File: src/rtl/stage4_accum_pkg.sv
// Shared types, default widths and arithmetic helpers for the stage-4 accumulator.
// Optional saturation is selected in the top with macro STAGE4_ACC_SAT_EN.
package stage4_accum_pkg;

    localparam int unsigned DATA_WIDTH_DEF     = 26;
    localparam int unsigned ACC_WIDTH_DEF      = 32;
    localparam int unsigned WARMUP_SAMPLES_DEF = 27;

    typedef enum logic {
        WARMUP = 1'b0,
        RUN    = 1'b1
    } state_e;

    // Sign-extend the low 'width' bits of value to 64 bits (width in 1..64).
    function automatic logic [63:0] sign_extend(input logic [63:0] value, input int unsigned width);
        logic [63:0] upper;
        upper = ~64'd0 << width;
        return value[6'(width - 1)] ? (value | upper) : (value & ~upper);
    endfunction

    // A widened signed sum overflowed the narrow result when its top two bits differ.
    function automatic logic add_overflow(input logic sum_top, input logic sum_next);
        return sum_top ^ sum_next;
    endfunction

endpackage

File: src/rtl/stage4_accum_part_if.sv
// Sample-in / accumulator-out bus of the stage-4 integrator.
interface stage4_accum_part_if
    import stage4_accum_pkg::*;
#(
    parameter int unsigned DATA_WIDTH = DATA_WIDTH_DEF,
    parameter int unsigned ACC_WIDTH  = ACC_WIDTH_DEF
);
    logic                  CLR;
    logic                  DIN_VALID;
    logic [DATA_WIDTH-1:0] DATAIN;
    logic                  DOUT_VALID;
    logic [ACC_WIDTH-1:0]  DATAOUT;
    logic                  RUNNING;
    logic                  OVF;

    modport master (
        output CLR, DIN_VALID, DATAIN,
        input  DOUT_VALID, DATAOUT, RUNNING, OVF
    );

    modport slave (
        input  CLR, DIN_VALID, DATAIN,
        output DOUT_VALID, DATAOUT, RUNNING, OVF
    );
endinterface

File: src/rtl/stage4_warmup_ctr.sv
// Saturating warm-up sample counter; done_c flags that the count reaches COUNT_MAX this edge.
module stage4_warmup_ctr #(
    parameter int unsigned COUNT_MAX = 27
) (
    input  logic SYS_CLK,
    input  logic RESET_N,
    input  logic clr,
    input  logic inc,
    output logic done_c
);
    localparam int unsigned CW = (COUNT_MAX == 0) ? 1 : $clog2(COUNT_MAX + 1);
    localparam logic [CW-1:0] MAX_V = CW'(COUNT_MAX);

    logic [CW-1:0] count_q;
    logic [CW-1:0] count_d;

    always_comb begin
        count_d = count_q;
        if (clr) begin
            count_d = '0;
        end else if (inc && (count_q != MAX_V)) begin
            count_d = count_q + CW'(1);
        end
    end

    assign done_c = (count_d == MAX_V);

    always_ff @(posedge SYS_CLK or negedge RESET_N) begin
        if (!RESET_N) begin
            count_q <= '0;
        end else begin
            count_q <= count_d;
        end
    end

endmodule

File: src/rtl/stage4_accum_part.sv
// Stage-4 recursive accumulator y[n] = y[n-1] + x[n], gated by an upstream warm-up count.
// Define STAGE4_ACC_SAT_EN to clamp on overflow instead of two's-complement wrap.
module stage4_accum_part
    import stage4_accum_pkg::*;
#(
    parameter int unsigned DATA_WIDTH     = DATA_WIDTH_DEF,
    parameter int unsigned ACC_WIDTH      = ACC_WIDTH_DEF,
    parameter int unsigned WARMUP_SAMPLES = WARMUP_SAMPLES_DEF
) (
    input  logic SYS_CLK,
    input  logic RESET_N,
    stage4_accum_part_if.slave bus
);
    localparam int unsigned SW          = ACC_WIDTH + 1;
    localparam state_e      RESET_STATE = (WARMUP_SAMPLES == 0) ? RUN : WARMUP;
    localparam logic [ACC_WIDTH-1:0] ACC_POS_MAX = {1'b0, {(ACC_WIDTH-1){1'b1}}};
    localparam logic [ACC_WIDTH-1:0] ACC_NEG_MAX = {1'b1, {(ACC_WIDTH-1){1'b0}}};

    state_e               state_q;
    state_e               state_d;
    logic [ACC_WIDTH-1:0] acc_q;
    logic [ACC_WIDTH-1:0] acc_d;
    logic                 dout_valid_q;
    logic                 dout_valid_d;
    logic                 ovf_q;
    logic                 ovf_d;
    logic                 running_q;
    logic                 running_d;

    logic [SW-1:0]        sum_c;
    logic                 ovf_c;
    logic                 ctr_inc_c;
    logic                 ctr_done_c;

    // Full-precision sum of the accumulator and the incoming sample.
    assign sum_c = SW'(sign_extend(64'(bus.DATAIN), DATA_WIDTH))
                 + SW'(sign_extend(64'(acc_q), ACC_WIDTH));
    assign ovf_c = add_overflow(sum_c[SW-1], sum_c[SW-2]);

    // Clear wins over a coincident sample, so that sample is never counted.
    assign ctr_inc_c = bus.DIN_VALID && !bus.CLR && (state_q == WARMUP);

    stage4_warmup_ctr #(
        .COUNT_MAX (WARMUP_SAMPLES)
    ) u_warmup_ctr (
        .SYS_CLK (SYS_CLK),
        .RESET_N (RESET_N),
        .clr     (bus.CLR),
        .inc     (ctr_inc_c),
        .done_c  (ctr_done_c)
    );

    always_ff @(posedge SYS_CLK or negedge RESET_N) begin
        if (!RESET_N) begin
            state_q <= RESET_STATE;
        end else begin
            state_q <= state_d;
        end
    end

    always_comb begin
        state_d = state_q;
        if (bus.CLR) begin
            state_d = RESET_STATE;
        end else begin
            case (state_q)
                WARMUP:  if (ctr_done_c) state_d = RUN;
                RUN:     state_d = RUN;
                default: state_d = RESET_STATE;
            endcase
        end
    end

    always_comb begin
        acc_d        = acc_q;
        dout_valid_d = 1'b0;
        ovf_d        = ovf_q;
        running_d    = (state_d == RUN);
        if (bus.CLR) begin
            acc_d = '0;
            ovf_d = 1'b0;
        end else if ((state_q == RUN) && bus.DIN_VALID) begin
            dout_valid_d = 1'b1;
            ovf_d        = ovf_q | ovf_c;
`ifdef STAGE4_ACC_SAT_EN
            if (ovf_c) begin
                acc_d = sum_c[SW-1] ? ACC_NEG_MAX : ACC_POS_MAX;
            end else begin
                acc_d = sum_c[ACC_WIDTH-1:0];
            end
`else
            acc_d = sum_c[ACC_WIDTH-1:0];
`endif
        end
    end

    always_ff @(posedge SYS_CLK or negedge RESET_N) begin
        if (!RESET_N) begin
            acc_q        <= '0;
            dout_valid_q <= 1'b0;
            ovf_q        <= 1'b0;
            running_q    <= (RESET_STATE == RUN);
        end else begin
            acc_q        <= acc_d;
            dout_valid_q <= dout_valid_d;
            ovf_q        <= ovf_d;
            running_q    <= running_d;
        end
    end

    assign bus.DATAOUT    = acc_q;
    assign bus.DOUT_VALID = dout_valid_q;
    assign bus.OVF        = ovf_q;
    assign bus.RUNNING    = running_q;

`ifndef STAGE4_ACC_SAT_EN
    logic unused_sat_consts;
    assign unused_sat_consts = ^{ACC_POS_MAX, ACC_NEG_MAX};
`endif

endmodule

File: src/flat_wrapper.sv
// flat-port wrapper written by rule: the top's interface ports become plain ports
module stage4_accum_part_flat import stage4_accum_pkg::*;
#(
    parameter int unsigned DATA_WIDTH     = DATA_WIDTH_DEF,
    parameter int unsigned ACC_WIDTH      = ACC_WIDTH_DEF,
    parameter int unsigned WARMUP_SAMPLES = WARMUP_SAMPLES_DEF
)
  (SYS_CLK, RESET_N, bus_CLR, bus_DIN_VALID, bus_DATAIN, bus_DOUT_VALID, bus_DATAOUT, bus_RUNNING, bus_OVF);
  stage4_accum_part_if #(.DATA_WIDTH(DATA_WIDTH), .ACC_WIDTH(ACC_WIDTH)) bus_i ();
  input  logic SYS_CLK;
  input  logic RESET_N;
  input wire logic [$bits(bus_i.CLR)-1:0] bus_CLR;
  input wire logic [$bits(bus_i.DIN_VALID)-1:0] bus_DIN_VALID;
  input wire logic [$bits(bus_i.DATAIN)-1:0] bus_DATAIN;
  output wire logic [$bits(bus_i.DOUT_VALID)-1:0] bus_DOUT_VALID;
  output wire logic [$bits(bus_i.DATAOUT)-1:0] bus_DATAOUT;
  output wire logic [$bits(bus_i.RUNNING)-1:0] bus_RUNNING;
  output wire logic [$bits(bus_i.OVF)-1:0] bus_OVF;
  assign bus_i.CLR = bus_CLR;
  assign bus_i.DIN_VALID = bus_DIN_VALID;
  assign bus_i.DATAIN = bus_DATAIN;
  assign bus_DOUT_VALID = bus_i.DOUT_VALID;
  assign bus_DATAOUT = bus_i.DATAOUT;
  assign bus_RUNNING = bus_i.RUNNING;
  assign bus_OVF = bus_i.OVF;
  stage4_accum_part #(.DATA_WIDTH(DATA_WIDTH), .ACC_WIDTH(ACC_WIDTH), .WARMUP_SAMPLES(WARMUP_SAMPLES)) u_core (.SYS_CLK(SYS_CLK), .RESET_N(RESET_N), .bus(bus_i));
endmodule
File: config.mk
export PLATFORM = sky130hd
export DESIGN_NAME = stage4_accum_part_flat
export DESIGN_NICKNAME = d
export VERILOG_FILES = /design/src/rtl/stage4_accum_pkg.sv /design/src/rtl/stage4_accum_part_if.sv /design/src/rtl/stage4_warmup_ctr.sv /design/src/rtl/stage4_accum_part.sv /design/src/flat_wrapper.sv
export SDC_FILE = /design/constraint.sdc
export NUM_CORES = 1
export LEC_CHECK = 0
export ABC_CLOCK_PERIOD_IN_PS = 7400
export CAP_MARGIN = 20
export CORE_MARGIN = 2
export CORE_UTILIZATION = 40
export CTS_BUF_LIST = sky130_fd_sc_hd__clkbuf_8
export DETAILED_ROUTE_END_ITERATION = 8
export PLACE_DENSITY_LB_ADDON = 0.25
export SYNTH_ARGS = -nofsm -noshare
export SYNTH_HDL_FRONTEND = slang
export SYNTH_SLANG_ARGS = --single-unit
File: constraint.sdc
create_clock -name SYS_CLK -period 7.4 [get_ports SYS_CLK]
set_clock_uncertainty 0.1 [all_clocks]
set_input_delay 1.48 -clock SYS_CLK [delete_from_list [all_inputs] [get_ports SYS_CLK]]
set_output_delay 1.48 -clock SYS_CLK [all_outputs]
set_load 0.005 [all_outputs]
* Word level (Yosys, flattened, before mapping)
Index checks and enable logic that the tools add are counted.
** Cells by class
- Add/subtract/negate cells :: 2
- Equal/unequal tests :: 2
- Muxes and demuxes :: 13
- Bitwise operators :: 3
- Reductions and logical operators :: 6
** Operator list (number)
- 33-bit two-way mux :: 2
- 32-bit two-way mux :: 2
- 33-bit adder :: 1
- 5-bit two-way mux :: 2
- 1-bit two-way mux :: 6
- 5-bit by 1-bit adder with 5-bit output (second input constant) :: 1
- 5-bit == test (second input constant) :: 1
- 5-bit inequality test (second input constant) :: 1
- 1-bit logical AND :: 4
- 1-bit case mux with 2 select lines :: 1
- 2-bit nonzero test :: 1
- 1-bit logical NOT :: 1
- 1-bit inverter :: 1
- 1-bit bitwise OR :: 1
- 1-bit bitwise XOR :: 1
** Storage, ports and cells
- Register bits after elaboration :: 40
- Input port bits :: 30
- Output and inout bits :: 35
- Word-level logic and storage cells :: 31

* Logic depth before layout (Yosys ltp)
Gate-level depths: netlist of the first run.
- Word-level depth :: 10
- Gate-level depth with buffers :: 10
- Depth with buffers taken out :: 10

* Modules after synthesis
Synthesis of the first run repeated with hierarchy kept, for this count alone.
** Unflattened totals
- Cell total of the unflattened synthesis :: 378
- Area total of the unflattened synthesis :: 3286.9 µm²
** By module, submodules not included
- stage4_accum_part :: times used 1, cells each 343, area each 2954.1 µm², sequential area each 875.8 µm²
- stage4_warmup_ctr :: times used 1, cells each 35, area each 332.8 µm², sequential area each 125.1 µm²

* Least setup slack after synthesis of the first run
Ideal clock, no wire load.
- Path kind :: input to register
- Start :: input port bus_DATAIN[0]
- End :: register u_core.acc_q[30] (netlist: u_core.bus.DATAOUT[30])
- Library setup time :: 0.132 ns
- Arrival :: 3.627 ns
- Required time :: 7.168 ns
- Slack :: 3.541 ns
- Stages on the path :: 10
- Path buffers :: 0
- Cell sequence :: ha_1 -> fa_1 -> a21o_1 -> a221o_1 -> a21oi_2 -> o31ai_1 -> o211ai_2 -> a211oi_1 -> o31ai_1 -> or3b_1
** On the way
- Word-level cells in the longest chain between the ends :: 4
** RTL lines
- start: declaration :: RTL line flat_wrapper.sv:14 : input wire logic [$bits(bus_i.DATAIN)-1:0] bus_DATAIN;
- 33-bit two-way mux :: RTL line stage4_accum_pkg.sv:18 : return value[6'(width - 1)] ? (value | upper) : (value & ~upper);
- 33-bit adder :: RTL line stage4_accum_part.sv:37 : + SW'(sign_extend(64'(acc_q), ACC_WIDTH));
- 32-bit two-way mux :: RTL line stage4_accum_part.sv:82 : end else if ((state_q == RUN) && bus.DIN_VALID) begin
- 32-bit two-way mux :: RTL line stage4_accum_part.sv:79 : if (bus.CLR) begin
- end signal: assignment :: RTL line stage4_accum_part.sv:99 : acc_q <= '0;
- end signal: assignment :: RTL line stage4_accum_part.sv:104 : acc_q <= acc_d;
- end: declaration :: RTL line stage4_accum_part.sv:21 : logic [ACC_WIDTH-1:0] acc_q;
Every way passes these cells. The select of a mux whose other input is x is not followed.
A chain may end at the register's enable or synchronous reset.

* Worst setup path after layout of the first run
Same ends and word-level chain as after synthesis.

==> impl_metrics.yaml, run 1 <==
worst_setup_path:
  critical_path_class: "input pin to register"
  endpoint_kind: "register"
  arrival_ns: 4.26
  path_max_fanout: 3
  required_ns: 7.49
  start_kind: "input pin"
floorplanning:
  die_w_um: 94.2
  core.rowCount: 32
  die_h_um: 94.2
  coreArea_mm2: 0.00781
  die_area_mm2: 0.00888
  num_io_pins: 65
  start_util_pct: 41.7
sta:
  tightestPinTransition_ns: 0.932
  drv_slew: 0
  slew_headroom_pct: 37.7
  min_period_ns: 4.17
  setup_tns_ns: 0
  setup_slack_ns: 3.23
  rsz0062_at_grt: "false"
  period_share_pct: 56.4
  hold_violations: 0
  max_freq_mhz: 240
  setup_viol: 0
run:
  maxCapViolations: 0
place:
  pre_cts_ws_ns: 2.89
  io_buffer_count: 64
  gp_congestion: 0.890
  dp_hpwl_um: 6030
run_status:
  outcome: "finished, final reports clean"
yosys:
  synth_area_mm2: 0.00326
  synth_xor_area_share_pct: 8.34
  synth_seq_cells: 40
  synth-adder-area-share_pct: 13.3
  yosysWarnings: 0
  synth-simple-area-share_pct: 17.6
  synth.area.mux_share_pct: 0.922
  synth_cell_types: 50
  synth_area_per_cell_um2: 8.41
  synthFlopType: "dfrtp_1"
  synth_compound_area_share_pct: 26.2
  synth_edf_count: 0
  yosysSeqAreaShare_pct: 30.7
  synth_top_family_by_area: "compound AO/OA/AOI/OAI gates"
  synthCells: 387
  synth_nets: 451
  synthArstFlopShare_pct: 100
detailed_routing:
  routed_via_density: 5.61
  remaining_drc_errors: 0
  vias: 3051
  drt_iter0_markers: 109
  wl_per_cell_um: 14.9
  dr.pass1.iters: 5
  wl_um: 8100
  ant_nets: 0
clocking:
  cts_buffers: 5
  root_buffer: "clkbuf_8"
  postCtsSetupRepairBufs: 0
  cts_sinks: 40
  clkTransAtPathRegs_ns: 0.09
  holdBufCountCts: 0
  cts_tree: "built"
  cts.htree.levels: 2
  clk_latency_ns: 0.31
  ctsResizeCount: 0
  clock_path_buffers: 2
min_path:
  hp-class: "register to register"
global_route:
  grt_pass1_wl_um: 13700
  grt_pass1_vias: 2916
  grt_max_degree: 41
  grt_use_total_pct: 19.0
  antenna_found_initial: 0
  grt-ovfl-total: 0
power_and_ir_drop:
  ir_worst_vdd_mv: 0.0673
  power_density_mw_per_mm2: 116
  p_leak_nw: 1.86
layout:
  insertedDiodeCount: 0
  syn_to_final_growth_pct: 25.2
  n_fill_cell: 778
  multi_input_area_mm2: 0.00217
  fin_nets: 505
  drive_gt1_share_pct: 3.85
  ff_latch_area_mm2: 0.00100
## sequential cells by signal, summed over array words and instances, names as in the netlist
register,count
u_core.bus.DOUT_VALID,1
u_core.u_warmup_ctr.count_q,5
u_core.state_q,1
u_core.bus.OVF,1
u_core.bus.DATAOUT,32
## per-stage QoR
| step | total power, mW | hold slack [ns] | util (%) | cell area, um2 | cells |
|---|---|---|---|---|---|
| 4_1_cts | 0.477 | 0.428 | 52.2 | 4080 | 544 |
| 3_5_place_dp | 0.290 | 0.407 | 50.8 | 3960 | 536 |
| 6_report | 0.474 | 0.417 | 52.2 | 4080 | 544 |
| 5_1_grt | 0.494 | 0.455 | 52.2 | 4080 | 544 |
| 3_3_place_gp | 0.289 | 0.394 | 50.8 | 3960 | 536 |
| 2_1_floorplan | 0.260 | 0.400 | - | 3260 | 387 |
## synth_stat cells (2+ instances only)
cell type	number	area share (%)
a211o_1	3	0.81
a211oi_1	4	0.92
a21o_1	16	3.7
a21oi_1	35	5.4
a22o_1	3	0.81
a31oi_1	5	0.96
and2_1	3	0.58
and3_1	6	1.2
and4_1	2	0.54
buf_2	2	0.31
clkbuf_1	15	1.7
dfrtp_1	40	31
ha_1	33	13
inv_1	7	0.81
mux2i_1	3	0.92
nand2_1	50	5.8
nand2b_1	5	0.96
nand3_1	8	1.2
nand3b_1	2	0.46
nand4_1	5	0.96
nor2_1	17	2.0
nor2b_1	4	0.77
nor3_1	3	0.46
nor3b_1	4	0.92
o211ai_1	3	0.69
o21a_1	4	0.92
o21ai_0	46	7.1
o22ai_1	2	0.38
o31ai_1	6	1.4
or2_2	2	0.38
xnor2_1	16	4.3
xor2_1	15	4.0
## where the power goes
group	internal [mW]	leakage (nW)	switching (mW)
Combinational	0.0301	1.25	0.0358
Clock	0.100	0.0541	0.0880
Sequential	0.219	0.558	0.000921
## final cells by class
type	count	area share [%]
Multi-Input combinational cell	323	53.3
Clock buffer	5	1.69
Clock inverter	3	1.04
Timing Repair Buffer	64	15.6
Sequential cell	40	24.6
Inverter	7	0.645
Tap cell	102	3.13
## per-layer routing
| layer | up-vias | track usage [%] | share of wire, % | wire length, um |
|---|---|---|---|---|
| met5 | - | 0 | 0 | 0 |
| met1 | 1451 | 26.2 | 48 | 3920 |
| met4 | 0 | 2.90 | 0.54 | 44 |
| li1 | 1520 | - | - | - |
| met3 | 5 | 3.45 | 5.1 | 414 |
| met2 | 75 | 31.5 | 46 | 3720 |
## layout by cell type, fill, tap and decap left out, types with 15 or more instances in the layout
master	instances
clkdlybuf4s50_1	63
nand2_1	50
o21ai_0	46
dfrtp_1	40
a21oi_1	34
ha_1	33
nor2_1	17
xnor2_1	16
a21o_1	16
xor2_1	15
## critical path, cell delays in order
cell and delay, ns:
clkdlybuf4s50_1 0.41, ha_1 0.22, fa_1 0.41, a21o_1 0.20
a221o_1 0.36, a21oi_2 0.19, o31ai_1 0.13, o211ai_2 0.20
a211oi_1 0.11, o31ai_1 0.18, or3b_1 0.36
## cells by family after synthesis
| group | after synthesis |
|---|---|
| AO/OA/AOI/OAI | 138 |
| multiplexers | 3 |
| buffers and inverters | 24 |
| flip-flops | 40 |
| adder cells (fa/ha/maj) | 34 |
| AND/OR/NAND/NOR | 117 |
| XOR/XNOR | 31 |
## final timing paths
kind	startpoint	end	slack (ns)	cells past startpoint
worst max-delay path	bus_DATAIN[0]	u_core.bus.DATAOUT[30]	3.23	11
worst min-delay path	u_core.bus.DATAOUT[25]	u_core.bus.DATAOUT[25]	0.42	2
worst max register to register	u_core.bus.DATAOUT[0]	u_core.bus.DATAOUT[30]	4.39	10
worst min register to register	u_core.bus.DATAOUT[25]	u_core.bus.DATAOUT[25]	0.42	2
max in group asynchronous	RESET_N	u_core.bus.DATAOUT[4]	5.40	1
min in group asynchronous	RESET_N	u_core.u_warmup_ctr.count_q[1]	1.21	1
Note: power is estimated with default switching activity, not from simulation.
==> inputs of run 2 (changes only) <==
- ABC_CLOCK_PERIOD_IN_PS: 7400 -> 3900
- clock period: 7.4 -> 3.9 ns (I/O delays scaled with it)
==> impl_metrics.yaml, run 2 (synthesis results as in run 1) <==
run_status:
  outcome: "finished, final reports clean"
floorplanning:
  core.rowCount: 32
  die_area_mm2: 0.00888
  num_io_pins: 65
  die_h_um: 94.2
  die_w_um: 94.2
  start_util_pct: 41.7
  coreArea_mm2: 0.00781
detailed_routing:
  ant_nets: 0
  dr.pass1.iters: 5
  vias: 3115
  drt_iter0_markers: 131
  wl_met1_um: 3990
  wl_um: 8550
  wl_met3_um: 433
  wl_per_cell_um: 15.6
  remaining_drc_errors: 0
  met2WireLength_um: 4090
  top_layer_used: "met4"
  routed_via_density: 5.69
global_route:
  antenna_found_initial: 0
  grt_max_degree: 41
  grt_pass1_vias: 2899
  grt-ovfl-total: 0
  grt_pass1_wl_um: 14000
  grt_use_total_pct: 19.5
sta:
  hold_violations: 0
  min_period_ns: 3.49
  tightestPinTransition_ns: 0.908
  setup_viol: 0
  period_share_pct: 89.4
  slew_headroom_pct: 39.3
  drv_slew: 0
  max_freq_mhz: 287
  setup_slack_ns: 0.415
  setup_tns_ns: 0
  rsz0062_at_grt: "false"
  holdWs_ns: 0.284
layout:
  drive_gt1_share_pct: 4.49
  insertedDiodeCount: 0
  final_cell_mix: "clkdlybuf4s50_1, nand2_1, o21ai_0"
  final_area_mm2: 0.00411
  syn_to_final_growth_pct: 26.2
  ff_latch_area_mm2: 0.00100
  largest_reg_flops: 32
  layout_commonest_cell: "clkdlybuf4s50_1"
  multi_input_area_mm2: 0.00217
  fin_nets: 508
  final_util_pct: 52.6
  n_fill_cell: 749
clocking:
  postCtsSetupRepairBufs: 0
  cts.htree.levels: 2
  clk_latency_ns: 0.30
  ctsResizeCount: 0
  holdBufCountCts: 0
  clock_path_buffers: 2
  cts_tree: "built"
  cts_sinks: 40
  cts_buffers: 5
  root_buffer: "clkbuf_8"
  clkTransAtPathRegs_ns: 0.09
power_and_ir_drop:
  p_leak_nw: 1.88
  ir_worst_vdd_mv: 0.134
  power_density_mw_per_mm2: 219
worst_setup_path:
  endpoint_kind: "register"
  critical_path_class: "input pin to register"
  path_max_fanout: 4
  arrival_ns: 3.57
  required_ns: 3.99
  start_kind: "input pin"
min_path:
  hp-class: "input pin to asynchronous set/reset pin"
place:
  gp_congestion: 0.860
  dp_hpwl_um: 6350
  pre_cts_ws_ns: 0.102
  io_buffer_count: 64
  place_area_mm2: 0.00398
run:
  maxCapViolations: 0
run 2: critical path, stage by stage:
cell	delay (ns)
clkdlybuf4s50_1	0.40
ha_1	0.22
fa_1	0.41
a21o_1	0.19
a221o_1	0.36
a21boi_1	0.33
o31ai_1	0.16
a31oi_1	0.27
nand2b_1	0.11
xor2_1	0.15
a22o_1	0.19
run 2: final cells by class:
cell class	count	share of cell area [%]
multi-input cells	323	52.9
repair buffers	67	16.3
clock buffers	5	1.67
inverters	7	0.639
flip-flops and latches	40	24.4
well taps	102	3.11
clock inverters	3	1.04
run 2: final timing paths:
kind	start	to	slack (ns)	cells after the start
worst min-delay path	RESET_N	u_core.bus.DATAOUT[24]	0.28	1
min in group SYS_CLK	u_core.bus.DATAOUT[21]	u_core.bus.DATAOUT[21]	0.42	2
worst max register to register	u_core.bus.DATAOUT[0]	u_core.bus.DATAOUT[28]	0.88	10
max in group asynchronous	RESET_N	u_core.bus.DATAOUT[30]	2.95	2
worst max-delay path	bus_DATAIN[0]	u_core.bus.DATAOUT[28]	0.41	11
worst min register to register	u_core.bus.DATAOUT[21]	u_core.bus.DATAOUT[21]	0.42	2
run 2: where the power goes:
part	internal [mW]	switching [mW]	leakage (nW)	total, mW
sequential	0.416	0.00171	0.558	0.417
clock	0.190	0.166	0.0541	0.355
combinational	0.0593	0.0698	1.27	0.129
run 2: per-layer routing:
layer  GRT usage [%]  vias to the layer above
met5               0                        -
met4            2.66                        0
met3            3.53                        5
met2            33.1                       95
met1            26.6                     1491
li1                -                     1524
run 2: metrics by stage:
stage | power (mW) | std cells
floorplan | 0.494 | 387
global placement | 0.549 | 538
detailed placement | 0.551 | 538
CTS | 0.911 | 546
global route | 0.937 | 547
finish | 0.902 | 547
==> variant, RTL diff (flow settings as in run 2) <==
Add a define of `STAGE4_ACC_SAT_EN`.
--- a/src/rtl/stage4_accum_part.sv
+++ b/src/rtl/stage4_accum_part.sv
@@ -1,5 +1,7 @@
 // Stage-4 recursive accumulator y[n] = y[n-1] + x[n], gated by an upstream warm-up count.
 // Define STAGE4_ACC_SAT_EN to clamp on overflow instead of two's-complement wrap.
+`define STAGE4_ACC_SAT_EN
+
 module stage4_accum_part
     import stage4_accum_pkg::*;
 #(
Function: no difference found for any inputs over 10 cycles, from zero or initial values and one cycle with RESET_N low; that may be too few to reach the edited logic, so the function may still have changed.
==> variant against run 2 <==
  * Die area increased by 3.2%
  * Sequential cell count unchanged
  * Sequential share of layout area decreased by 2.0 points
  * Wire length increased by 1.7%
  * Total power increased by 15%
  * Setup slack got worse by 270 ps
  * Synthesized area increased by 3.4%
  * Clock power increased by 36%
  * Design area increased by 9.1%
  * Highest routed layer unchanged
  * Cell count increased by 9.7%
  * Core utilization increased by 2.2 points
  * Largest power group is now clock
  * Via count increased by 4.5%
  * Global-route usage about the same
==> variant: results (changes against run 2) <==
grt:
  antenna_found_initial: 0  # unchanged
  grt_usage: 0.195  # about the same
  grt_max_degree: 41  # unchanged
  grt_pass1_wl_mm: 14.4  # was 14.0 mm
  grt_pass1_vias: 3135  # was 2899
cts:
  cts_buffers: 5  # unchanged
  cts_root_buf: "clkbuf_8"  # unchanged
  cts.clk_slew.worst_paths_ps: 80
  cts_max_level: 2  # unchanged
  clockBufferDepth: 2  # unchanged
  clock_latency_ps: 300  # about the same
worst_setup_path:
  cp_slowest_stage_delay_ps: 420
  cp.arrival_ps: 3860  # was 3570 ps
  critical-path-slowest-cell: "fa_1"  # unchanged
  cp_max_fo: 9  # was 4
placement:
  routabilityCongestion: 0.928  # was 0.860
  dp_slack_ps: -251  # was 102 ps
  dp_hpwl_mm: 6.69  # was 6.35 mm
  dp_cells: 591  # was 538
  dpl_cell_area_um2: 4310  # was 3980 um^2
  io_buffer_count: 64  # unchanged
synthesis:
  synthXorXnorAreaFrac: 0.0833  # was 0.0834
  ys_warn_count: 0  # unchanged
  synth_commonest_cells: "52 x nand2_1, 50 x nor2_1, 40 x dfrtp_1"  # was 50 x nand2_1, 46 x o21ai_0, 40 x dfrtp_1
  yosysUniqueCellTypes: 56  # was 50
  synth_fa_ha_area_frac: 0.129  # was 0.133
  synth_cells: 408  # was 387
  async_flop_share: 1.00  # unchanged
  synthMuxAreaShare: 0.00706  # was 0.00922
  synthFlopType: "dfrtp_1"  # unchanged
  synth_area_leaders: "dfrtp_1 30%, ha_1 12%, nand2_1 5.8%, nor2_1 5.6%, xnor2_1 4.7%"  # was dfrtp_1 31%, ha_1 13%, o21ai_0 7.1%, nand2_1 5.8%, a21oi_1 5.4%
  synth_compound_area_frac: 0.268  # was 0.262
  syn_nets: 472  # was 451
  ys_seq_area_frac: 0.297  # was 0.307
sta:
  worst_pin_slew_ps: 944  # was 908 ps
power:
  p_leak_nw: 2.13  # was 1.88 nW
  sw_frac_of_total: 0.227  # was 0.263
  vdd_drop_max_mv: 0.133  # was 0.134 mV
drt:
  wl_mm: 8.70  # was 8.55 mm
  dr.pass1.iters: 4  # was 5
  drtIter0Drc: 91  # was 131
  via_count: 3256  # was 3115
hold_path:
  hold_path_class: "register to register"  # was primary input to asynchronous set/reset pin
final_layout:
  nets: 558  # was 508
  antenna_cells: 0  # unchanged
  layout-drive-gt1-share: 0.111  # was 0.0449
  fin_cells: 600  # was 547
  largest_reg_flops: 32  # unchanged
run_status:
  status: "finished, final reports clean"  # unchanged
variant: cell count changes after synthesis, moves of 4 or more:
| cell | before | now |
|---|---|---|
| nor2_1 | 17 | 50 |
| o31ai_1 | 6 | 1 |
| o21ai_0 | 46 | 14 |
| o21ai_1 | 0 | 29 |
| clkbuf_1 | 15 | 7 |
| o21bai_1 | 0 | 4 |
| a21oi_1 | 35 | 31 |
variant: path summary, 6_finish.rpt:
check                                                   startpoint                                  to  slack [ps]  cells after the start
worst max register to register   u_core.bus.DATAOUT[0]$_DFFE_PN0P_  u_core.bus.DATAOUT[29]$_DFFE_PN0P_         610                     13
worst max-delay path                                 bus_DATAIN[0]  u_core.bus.DATAOUT[29]$_DFFE_PN0P_         140                     14
worst min register to register  u_core.bus.DATAOUT[13]$_DFFE_PN0P_  u_core.bus.DATAOUT[13]$_DFFE_PN0P_         420                      2
max in group asynchronous                                  RESET_N  u_core.bus.DATAOUT[31]$_DFFE_PN0P_        2600                      1
min in group asynchronous                                  RESET_N   u_core.bus.DATAOUT[9]$_DFFE_PN0P_         520                      1
worst min-delay path            u_core.bus.DATAOUT[13]$_DFFE_PN0P_  u_core.bus.DATAOUT[13]$_DFFE_PN0P_         420                      2
variant: area by class of cell:
| class | count | area (um^2) |
|---|---|---|
| fill | 770 | 3690 |
| multi-input combinational | 343 | 2270 |
| sequential | 40 | 1000 |
| timing repair buffer | 94 | 886 |
| tap | 105 | 131 |
| clock inverter | 3 | 90.1 |
| clock buffer | 5 | 68.8 |
| inverter | 10 | 37.5 |
variant: power groups by stage:
stage | Sequential [mW] | Combinational [mW] | Clock (mW)
after floorplan | 0.425 | 0.0704 | 0
after global placement | 0.425 | 0.133 | 0
after detailed placement | 0.425 | 0.134 | 0
after CTS | 0.417 | 0.135 | 0.494
after global routing | 0.417 | 0.150 | 0.508
final | 0.417 | 0.135 | 0.482
variant: logic make-up after synthesis:
logic type | count (synthesis)
compound gates | 136
xor+xnor | 32
fa+ha+maj | 34
buf+inv | 25
flops | 40
mux | 2
simple gates | 139
variant: routing by layer:
layer  global-route usage  vias to the layer above  share of wire
met4               0.0452                        0         0.0095
met2                0.329                       69           0.47
met3               0.0352                        8          0.042
met1                0.261                     1528           0.48
met5                    0                        -              0
li1                     -                     1651              -
variant: tightest hold or removal path, delay by kind of cell, from the launching register on:
family / cells / cell delay [ps]
simple gates: 1 / 50
compound gates: 1 / 60
flops: 1 / 380
variant: timing repair:
item / CTS / global route
buffers inserted: 0 / 1
setup endpoints to repair: 0 / 32
gates resized for setup: 0 / 2
variant: metrics by stage:
stage	power (mW)	TNS, ps
after global placement	0.558	-3110
after CTS	1.05	0
after detailed placement	0.559	-6600
after floorplan	0.495	0
final	1.03	0
after global routing	1.08	-4.90
